--- src/rtl/dot_prod_pkg.sv ---
// Shared definitions for the complex dot-product controller: FSM encoding and
// the full-precision accumulator width rule.
package dot_prod_pkg;

  typedef enum logic [1:0] {
    ST_IDLE   = 2'd0,
    ST_ACCUM  = 2'd1,
    ST_DRAIN  = 2'd2,
    ST_OUTPUT = 2'd3
  } state_e;

  // DRAIN ends on the third edge after the final accept.
  localparam logic [1:0] DRAIN_LAST = 2'd2;

  function automatic int acc_width(input int xi_w, input int xq_w,
                                   input int yi_w, input int yq_w,
                                   input int len);
    int a;
    int b;
    a = xi_w + yi_w;
    b = xq_w + yq_w;
    return ((a > b) ? a : b) + 1 + $clog2(len);
  endfunction

endpackage

--- src/rtl/cpx_multiply_conj.sv ---
// One-cycle registered partial products of x * conj(y); the cross-term sums
// are formed by the consumer so the product register stays a pure stage.
module cpx_multiply_conj #(
  parameter int xi_bits = 8,
  parameter int xq_bits = 8,
  parameter int yi_bits = 8,
  parameter int yq_bits = 8
) (
  input  logic                       clk,
  input  logic                       rst_n,
  input  logic                       vld_i,
  input  logic [xi_bits-1:0]         xi_i,
  input  logic [xq_bits-1:0]         xq_i,
  input  logic [yi_bits-1:0]         yi_i,
  input  logic [yq_bits-1:0]         yq_i,
  output logic                       vld_o,
  output logic [xi_bits+yi_bits-1:0] p_ii_o,
  output logic [xq_bits+yq_bits-1:0] p_qq_o,
  output logic [xq_bits+yi_bits-1:0] p_qi_o,
  output logic [xi_bits+yq_bits-1:0] p_iq_o
);

  logic                                vld_q;
  logic signed [xi_bits+yi_bits-1:0]   p_ii_q, p_ii_d;
  logic signed [xq_bits+yq_bits-1:0]   p_qq_q, p_qq_d;
  logic signed [xq_bits+yi_bits-1:0]   p_qi_q, p_qi_d;
  logic signed [xi_bits+yq_bits-1:0]   p_iq_q, p_iq_d;

  always_comb begin
    p_ii_d = $signed(xi_i) * $signed(yi_i);
    p_qq_d = $signed(xq_i) * $signed(yq_i);
    p_qi_d = $signed(xq_i) * $signed(yi_i);
    p_iq_d = $signed(xi_i) * $signed(yq_i);
  end

  // Product stage; data only loads on an accepted sample.
  always_ff @(posedge clk or negedge rst_n) begin
    if (!rst_n) begin
      vld_q  <= 1'b0;
      p_ii_q <= '0;
      p_qq_q <= '0;
      p_qi_q <= '0;
      p_iq_q <= '0;
    end else begin
      vld_q <= vld_i;
      if (vld_i) begin
        p_ii_q <= p_ii_d;
        p_qq_q <= p_qq_d;
        p_qi_q <= p_qi_d;
        p_iq_q <= p_iq_d;
      end
    end
  end

  assign vld_o  = vld_q;
  assign p_ii_o = p_ii_q;
  assign p_qq_o = p_qq_q;
  assign p_qi_o = p_qi_q;
  assign p_iq_o = p_iq_q;

endmodule

--- src/rtl/dot_prod_ctrl.sv ---
// Complex dot product controller: accepts length paired x/y samples, accumulates
// x*conj(y) at full precision and presents the truncated result until taken.
module dot_prod_ctrl
  import dot_prod_pkg::*;
#(
  parameter int xi_bits = 8,
  parameter int xq_bits = 8,
  parameter int yi_bits = 8,
  parameter int yq_bits = 8,
  parameter int length  = 4,
  parameter int i_bits  = 19,
  parameter int q_bits  = 19
) (
  input  logic               clk,
  input  logic               rst_n,
  input  logic               m_axis_x_tvalid,
  input  logic [xi_bits-1:0] xi,
  input  logic [xq_bits-1:0] xq,
  input  logic               m_axis_y_tvalid,
  input  logic [yi_bits-1:0] yi,
  input  logic [yq_bits-1:0] yq,
  output logic               m_axis_x_tready,
  output logic               m_axis_y_tready,
  output logic               s_axis_tvalid,
  output logic [i_bits-1:0]  i,
  output logic [q_bits-1:0]  q,
  input  logic               m_axis_product_tready
);

  localparam int ACC_W = acc_width(xi_bits, xq_bits, yi_bits, yq_bits, length);
  localparam int CNT_W = (length > 1) ? $clog2(length) : 1;
  localparam logic [CNT_W-1:0] LAST_CNT = CNT_W'(length - 1);

  state_e                   state_q, state_d;
  logic [CNT_W-1:0]         cnt_q, cnt_d;
  logic [1:0]               drain_q, drain_d;
  logic signed [ACC_W-1:0]  acc_re_q, acc_re_d;
  logic signed [ACC_W-1:0]  acc_im_q, acc_im_d;
  logic                     tready_q, tready_d;
  logic                     tvalid_q, tvalid_d;
  logic [i_bits-1:0]        res_i_q, res_i_d;
  logic [q_bits-1:0]        res_q_q, res_q_d;

  logic                         accept_s;
  logic                         prod_vld_s;
  logic [xi_bits+yi_bits-1:0]   p_ii_s;
  logic [xq_bits+yq_bits-1:0]   p_qq_s;
  logic [xq_bits+yi_bits-1:0]   p_qi_s;
  logic [xi_bits+yq_bits-1:0]   p_iq_s;
  logic signed [ACC_W-1:0]      re_s, im_s;

  assign accept_s = tready_q & m_axis_x_tvalid & m_axis_y_tvalid;

  cpx_multiply_conj #(
    .xi_bits (xi_bits),
    .xq_bits (xq_bits),
    .yi_bits (yi_bits),
    .yq_bits (yq_bits)
  ) u_mult (
    .clk    (clk),
    .rst_n  (rst_n),
    .vld_i  (accept_s),
    .xi_i   (xi),
    .xq_i   (xq),
    .yi_i   (yi),
    .yq_i   (yq),
    .vld_o  (prod_vld_s),
    .p_ii_o (p_ii_s),
    .p_qq_o (p_qq_s),
    .p_qi_o (p_qi_s),
    .p_iq_o (p_iq_s)
  );

  assign re_s = ACC_W'($signed(p_ii_s)) + ACC_W'($signed(p_qq_s));
  assign im_s = ACC_W'($signed(p_qi_s)) - ACC_W'($signed(p_iq_s));

  // Next-state, counter, accumulator and output-register logic.
  always_comb begin
    state_d  = state_q;
    cnt_d    = cnt_q;
    drain_d  = drain_q;
    acc_re_d = acc_re_q;
    acc_im_d = acc_im_q;
    tvalid_d = tvalid_q;
    res_i_d  = res_i_q;
    res_q_d  = res_q_q;

    if (prod_vld_s) begin
      acc_re_d = acc_re_q + re_s;
      acc_im_d = acc_im_q + im_s;
    end else begin
      acc_re_d = acc_re_q;
      acc_im_d = acc_im_q;
    end

    case (state_q)
      ST_IDLE, ST_ACCUM: begin
        if (accept_s) begin
          // A new vector starts from zero; its first product lands next edge.
          if (state_q == ST_IDLE) begin
            acc_re_d = '0;
            acc_im_d = '0;
          end else begin
            acc_re_d = acc_re_d;
            acc_im_d = acc_im_d;
          end
          if (cnt_q == LAST_CNT) begin
            state_d = ST_DRAIN;
            cnt_d   = '0;
            drain_d = 2'd0;
          end else begin
            state_d = ST_ACCUM;
            cnt_d   = cnt_q + CNT_W'(1);
          end
        end else begin
          state_d = state_q;
        end
      end
      ST_DRAIN: begin
        if (drain_q == DRAIN_LAST) begin
          state_d  = ST_OUTPUT;
          tvalid_d = 1'b1;
          res_i_d  = acc_re_q[ACC_W-1 -: i_bits];
          res_q_d  = acc_im_q[ACC_W-1 -: q_bits];
        end else begin
          drain_d = drain_q + 2'd1;
        end
      end
      ST_OUTPUT: begin
        if (m_axis_product_tready) begin
          state_d  = ST_IDLE;
          tvalid_d = 1'b0;
          acc_re_d = '0;
          acc_im_d = '0;
        end else begin
          state_d = ST_OUTPUT;
        end
      end
      default: begin
        state_d  = ST_IDLE;
        cnt_d    = '0;
        tvalid_d = 1'b0;
      end
    endcase

    tready_d = (state_d == ST_IDLE) || (state_d == ST_ACCUM);
  end

  // State and datapath registers.
  always_ff @(posedge clk or negedge rst_n) begin
    if (!rst_n) begin
      state_q  <= ST_IDLE;
      cnt_q    <= '0;
      drain_q  <= 2'd0;
      acc_re_q <= '0;
      acc_im_q <= '0;
      tready_q <= 1'b0;
      tvalid_q <= 1'b0;
      res_i_q  <= '0;
      res_q_q  <= '0;
    end else begin
      state_q  <= state_d;
      cnt_q    <= cnt_d;
      drain_q  <= drain_d;
      acc_re_q <= acc_re_d;
      acc_im_q <= acc_im_d;
      tready_q <= tready_d;
      tvalid_q <= tvalid_d;
      res_i_q  <= res_i_d;
      res_q_q  <= res_q_d;
    end
  end

  assign m_axis_x_tready = tready_q;
  assign m_axis_y_tready = tready_q;
  assign s_axis_tvalid   = tvalid_q;
  assign i               = res_i_q;
  assign q               = res_q_q;

endmodule

--- config.mk ---
export PLATFORM = sky130hd
export DESIGN_NAME = dot_prod_ctrl
export DESIGN_NICKNAME = d
export VERILOG_FILES = /design/src/rtl/dot_prod_pkg.sv /design/src/rtl/cpx_multiply_conj.sv /design/src/rtl/dot_prod_ctrl.sv
export SDC_FILE = /design/constraint.sdc
export NUM_CORES = 1
export LEC_CHECK = 0
export ABC_AREA = 0
export ABC_CLOCK_PERIOD_IN_PS = 4240
export BUFFER_PORTS_ARGS = -buffer_cell sky130_fd_sc_hd__buf_4
export CELL_PAD_IN_SITES_DETAIL_PLACEMENT = 1
export CELL_PAD_IN_SITES_GLOBAL_PLACEMENT = 1
export CORE_MARGIN = 10
export CORE_UTILIZATION = 30
export CTS_CLUSTER_SIZE = 16
export DETAILED_ROUTE_END_ITERATION = 6
export PLACE_DENSITY_LB_ADDON = 0.1
export SKIP_LAST_GASP = 1
export SLEW_MARGIN = 10
export SYNTH_ARGS = -nofsm -noshare
export SYNTH_HDL_FRONTEND = slang
export SYNTH_HIERARCHICAL = 1
export SYNTH_SLANG_ARGS = --single-unit
export TNS_END_PERCENT = 10
--- constraint.sdc ---
create_clock -name clk -period 4.24 [get_ports clk]
set_clock_uncertainty 0.15 [all_clocks]
set_input_delay 0.848 -clock clk [delete_from_list [all_inputs] [get_ports clk]]
set_output_delay 0.848 -clock clk [all_outputs]
set_load 0.02 [all_outputs]
# == After elaboration in Yosys (flattened, before gate mapping) ==
# Cells that the tools add are included.
# totals
regBits,149
output_inout_bits,41
# op_classes
n_reduce_logical,10
mul,4
n_eq_ne,11
addsub,6
muxes,23
n_bitwise,2
# op_table
cell,count
19-bit 2-to-1 mux,8
19-bit case mux with 2 select lines,2
8-bit by 8-bit multiplier with 16-bit output,4
19-bit by 17-bit adder with 19-bit output,2
16-bit by 16-bit adder with 17-bit output,1
16-bit by 16-bit subtractor with 17-bit output,1
2-bit 2-to-1 mux,8
"2-bit equality test, second input constant",4
"2-bit != test, second input constant",4
2-bit case mux with 3 select lines,1
"2-bit by 1-bit adder with 2-bit output, second input constant",2
"2-bit by 1-bit equality test with 1-bit output, second input constant",2
2-bit zero test,2
2-bit case mux with 2 select lines,1
2-bit AND reduction,2
4-bit AND reduction,1
2-bit nonzero test,2
3-bit AND reduction,1
1-bit bitwise AND,2
1-bit 2-to-1 mux,2
"2-bit by 1-bit != test with 1-bit output, second input constant",1
1-bit case mux with 2 select lines,1
2-bit OR reduction,1
1-bit logical OR,1

# == Logic depth before layout (Yosys ltp) ==
# depth
word_depth,6
depth_mapped,18
depth_no_buf,17

# == By module ==
# Netlist, hierarchy kept.
# by_module_without_submodules
mod,area_each_um2,seq_area_each_um2,n_inst,cells_each
cpx_multiply_conj,12472.0,1626.6,1,1308
dot_prod_ctrl,6088.3,2102.0,1,643

# == Worst setup path after synthesis ==
# OpenSTA, ideal clock, no wires.
# synth_timing
kind,input-to-reg
start,input port yq[2]
end,"register u_mult.p_iq_q[14], in the netlist u_mult/p_iq_o[14]"
stages,16
path_buffers,1
required_time_ns,3.946
setup_slack_ns,-0.878
setup_ns,0.144
t_arrival_ns,4.824
cell_sequence,clkbuf_1 > nand2_1 > inv_1 > fa_1 > inv_1 > fa_1 > inv_1 > fa_1 > inv_1 > fa_1 > inv_1 > ha_1 > a211o_1 > a211oi_1 > mux2i_1 > o2111ai_1
# synth_between
elab_chain_len,1
# synth_lines
element,line_no,text
start: declaration,dot_prod_ctrl.sv:21,"input logic [yq_bits-1:0] yq,"
8-bit by 8-bit multiplier with 16-bit output,cpx_multiply_conj.sv:33,p_iq_d = $signed(xi_i) * $signed(yq_i);
end signal: assignment,cpx_multiply_conj.sv:50,p_iq_q <= p_iq_d;
end: declaration,cpx_multiply_conj.sv:27,"logic signed [xi_bits+yq_bits-1:0] p_iq_q, p_iq_d;"
# Every way passes these cells.
# A chain may end at the register's enable or synchronous reset.

# == Worst setup path in the final report ==
# layout_timing
start,input port yq[4]
end,"register u_mult.p_qq_q[12], in the netlist u_mult/p_qq_o[12]"
# layout_between
elab_chain_len,1
# layout_lines
element,line_no,text
8-bit by 8-bit multiplier with 16-bit output,cpx_multiply_conj.sv:31,p_qq_d = $signed(xq_i) * $signed(yq_i);
end signal: assignment,cpx_multiply_conj.sv:48,p_qq_q <= p_qq_d;
end: declaration,cpx_multiply_conj.sv:25,"logic signed [xq_bits+yq_bits-1:0] p_qq_q, p_qq_d;"
# Every way passes these cells.

==> reports/summary.txt <==
post-synthesis net count = 2399
cell area reported after detailed placement = 21600 µm²
setup slack after placement = -0.965 ns
final worst path period share = 106%
setup TNS = -4.90 ns
number of input and output port buffers inserted = 77
CP required = 4.44 ns
DRT iter0 DRCs = 480
Layout Cell Area excl Fill = 22800 µm²
routability congestion estimate from global placement = 0.828
placed wire-length estimate after detailed placement = 44500 µm
setup repair after global routing missed its margin = yes
Async S/R FF share, synth = 100%
starting density of the core = 30.2%
status = finished with violations
number of unique standard cell types used by synthesis = 60
Core Footprint = 61500 µm²
via count of the first global-routing pass = 15800
number of H-tree levels = 4
maximum resistive drop on vdd = 0.335 mV
root buffer selected by CTS = sky130_fd_sc_hd__clkbuf_16
critical path type = in2reg
cell occurring most often along the worst timing path = sky130_fd_sc_hd__fa_1
cell count after synthesis = 1951
adder-cell share of the synthesized area = 38.1%
Chip Height = 269 µm
mapped cell area = 18600 µm²
# nets final = 2635
Top FF cell, synth = sky130_fd_sc_hd__dfrtp_1
core utilization of the finished layout = 37.1%
number of warnings issued by yosys = 6
maximum operating frequency = 222 MHz
Post-DRT Antenna Nets = 0
clock transition at the registers of the reported paths = 0.07 ns
Worst-Margin Slew = 0.873 ns
number of inserted filler cells in the final layout = 6966
simple-gate portion of the synthesized area = 13.3%
number of pins with negative max-slew slack in the final report = 0
iteration count of the initial detailed-routing pass = 4
mux contribution to synthesized area = 5.18%
clock tree from TritonCTS = done
number of synthesized flops with an enable pin = 0
total clock buffers created by CTS = 17
remaining global-route overflow = 0
tightest hold margin = 0.260 ns
headroom to the max-slew limit = 41.8%
number of synthesized register bits = 149
sort of element at the end of the critical path = flip-flop
xor/xnor share of the synthesized area = 3.63%
total die area = 72200 µm²
Setup WS post-layout = -0.273 ns
count of max-cap constraint violations = 0
Post-route DRC = 0
Ports = 78
post-synthesis area per instance = 9.51 µm²
post-detailed-route via-to-cell ratio = 4.61
fraction of the mapped netlist area in compound gates = 10.1%
final hold vios = 0
insertion delay of the later-clocked pin in the worst-skew pair = 0.46 ns
Slowest cell on crit path = sky130_fd_sc_hd__fa_1
number of hold-repair buffers added at the cts stage = 0
leading cell type in the layout, fill and taps excluded = sky130_fd_sc_hd__inv_1
delay contributed by the slowest stage of the critical path = 0.53 ns
largest fanout of any net on the critical path = 6
violated checks = setup timing
crit path time final = 4.51 ns
count of standard-cell rows = 91
# clock sinks = 149
relative area change from synthesis to final layout = 23.0%
data arrival at the endpoint of the critical path = 4.71 ns
power density relative to cell area = 852 nW/µm²
critical-path cell list = buf_4 > buf_12 > and2_1 > fa_1 > fa_1 > fa_1 > inv_1 > fa_1 > inv_1 > ha_1 > or3_1 > o211a_1 > or3_1 > a31o_1
Critical Path Start Type = primary input
routed wirelength normalized by instance count = 17.5 µm
worst hold path type = in2async
global-route wire length before repair = 86800 µm
leakage power = 11.1 nW
sequential-to-total area share from yosys stat = 20.1%
x dimension of the die = 269 µm
setup violation total in the final timing report = 29
detailed-route via count = 13800
dominant combinational cell family by area after synthesis = adder cells
share of cells above drive strength 1 = 23.3%
total wire length after detailed routing = 52300 µm
slack of the worst reg-to-reg path = 0.79 ns
number of antenna violations at the first check in global routing = 3
Max Root-Sink Buffers = 2
commonest cells after routing, fill and taps aside = sky130_fd_sc_hd__inv_1 (387), sky130_fd_sc_hd__fa_1 (253), sky130_fd_sc_hd__buf_4 (251)
All-Layer GR Usage = 15.3%
pin count of the biggest net entering global routing = 77
final cells by class:
class / instances / area [µm²] / area share, %
Timing Repair Buffer: 285 / 2360 / 10.3
Clock inverter: 14 / 166 / 0.729
Inverter: 405 / 1520 / 6.66
Sequential cell: 149 / 3730 / 16.3
Antenna cell: 1 / 2.50 / 0.0110
Multi-Input combinational cell: 1329 / 13600 / 59.7
Tap cell: 790 / 988 / 4.33
Clock buffer: 18 / 439 / 1.92
final timing paths:
path	start	endpoint	depth (start not counted)
setup / recovery	yq[4]	u_mult/p_qq_o[12]$_DFFE_PN0P_	14
hold / removal	rst_n	i[17]$_DFFE_PN0P_	1
setup reg to reg	acc_re_q[1]$_DFF_PN0_	acc_re_q[17]$_DFF_PN0_	14
hold reg to reg	q[15]$_DFFE_PN0P_	q[15]$_DFFE_PN0P_	2
max in group asynchronous	rst_n	q[8]$_DFFE_PN0P_	2
min in group clk	q[15]$_DFFE_PN0P_	q[15]$_DFFE_PN0P_	2
worst max-delay path: cells and delay by family:
kind | cells | cell delay (ns)
buf+inv | 4 | 0.36
compound gates | 2 | 0.44
simple gates | 3 | 0.81
fa+ha+maj | 5 | 2.24
layer usage:
layer,track usage [%],wire length [µm],vias to the layer above
met4,3.14,492,2
met2,25.6,24900,116
li1,-,-,6636
met5,0,18,-
met1,20.7,25400,7017
met3,2.00,1490,32
flip-flops by register name (all words and copies together), names as in the netlist:
| signal | cells |
|---|---|
| acc_im_q | 19 |
| acc_re_q | 19 |
| i | 19 |
| q | 19 |
| u_mult/p_ii_o | 16 |
| u_mult/p_iq_o | 16 |
| u_mult/p_qi_o | 16 |
| u_mult/p_qq_o | 16 |
| cnt_q | 2 |
| drain_q | 2 |
| state_q | 2 |
| m_axis_x_tready | 1 |
| s_axis_tvalid | 1 |
| u_mult/vld_o | 1 |
synthesized netlist by cell type, types with 21 or more instances:
master	n	area, µm²
sky130_fd_sc_hd__inv_1	405	1520
sky130_fd_sc_hd__fa_1	257	5140
sky130_fd_sc_hd__and2_1	171	1070
sky130_fd_sc_hd__ha_1	154	1930
sky130_fd_sc_hd__dfrtp_1	149	3730
sky130_fd_sc_hd__nand2_1	130	488
sky130_fd_sc_hd__o21ai_0	72	360
sky130_fd_sc_hd__mux2_2	65	732
sky130_fd_sc_hd__clkbuf_1	64	240
sky130_fd_sc_hd__xnor2_1	56	490
sky130_fd_sc_hd__nor2_1	50	188
sky130_fd_sc_hd__a21oi_1	48	240
sky130_fd_sc_hd__nor2b_1	29	181
sky130_fd_sc_hd__o21a_1	29	218
sky130_fd_sc_hd__nor3_1	28	140
sky130_fd_sc_hd__mux2i_1	23	230
sky130_fd_sc_hd__a211oi_1	21	158
sky130_fd_sc_hd__xor2_1	21	184
metrics by stage:
stage	instances	power, W
floorplan	1951	0.0127
finish	2991	0.0195
global placement	2950	0.0170
detailed placement	2950	0.0172
global route	2990	0.0218
CTS	2985	0.0195
power breakdown:
part / internal, W / total, W / switching [W]
Clock: 0.000900 / 0.00161 / 0.000710
Combinational: 0.00704 / 0.0152 / 0.00814
Sequential: 0.00207 / 0.00266 / 0.000595
Total: 0.0100 / 0.0195 / 0.00945
kinds of logic (layout without fill, tap and decap cells):
kind of cell / Yosys count / after routing
AOI/OAI and AO/OA: 282 / 282
muxes: 88 / 88
DFF: 149 / 149
xor gates and xnor gates: 77 / 77
and+or+nand+nor: 471 / 471
adders and majority gates: 411 / 411
other: 0 / 1
buffers and inverters: 473 / 722
repair_timing:
item / CTS / global route
pin swaps: 62 / 48
endpoints found under the hold margin: 0 / 0
buffers inserted: 3 / 6
setup endpoints to repair: 30 / 34
resized for setup: 79 / 48
gates cloned: 0 / 0
No activity file was read; power rests on OpenSTA's default activity.
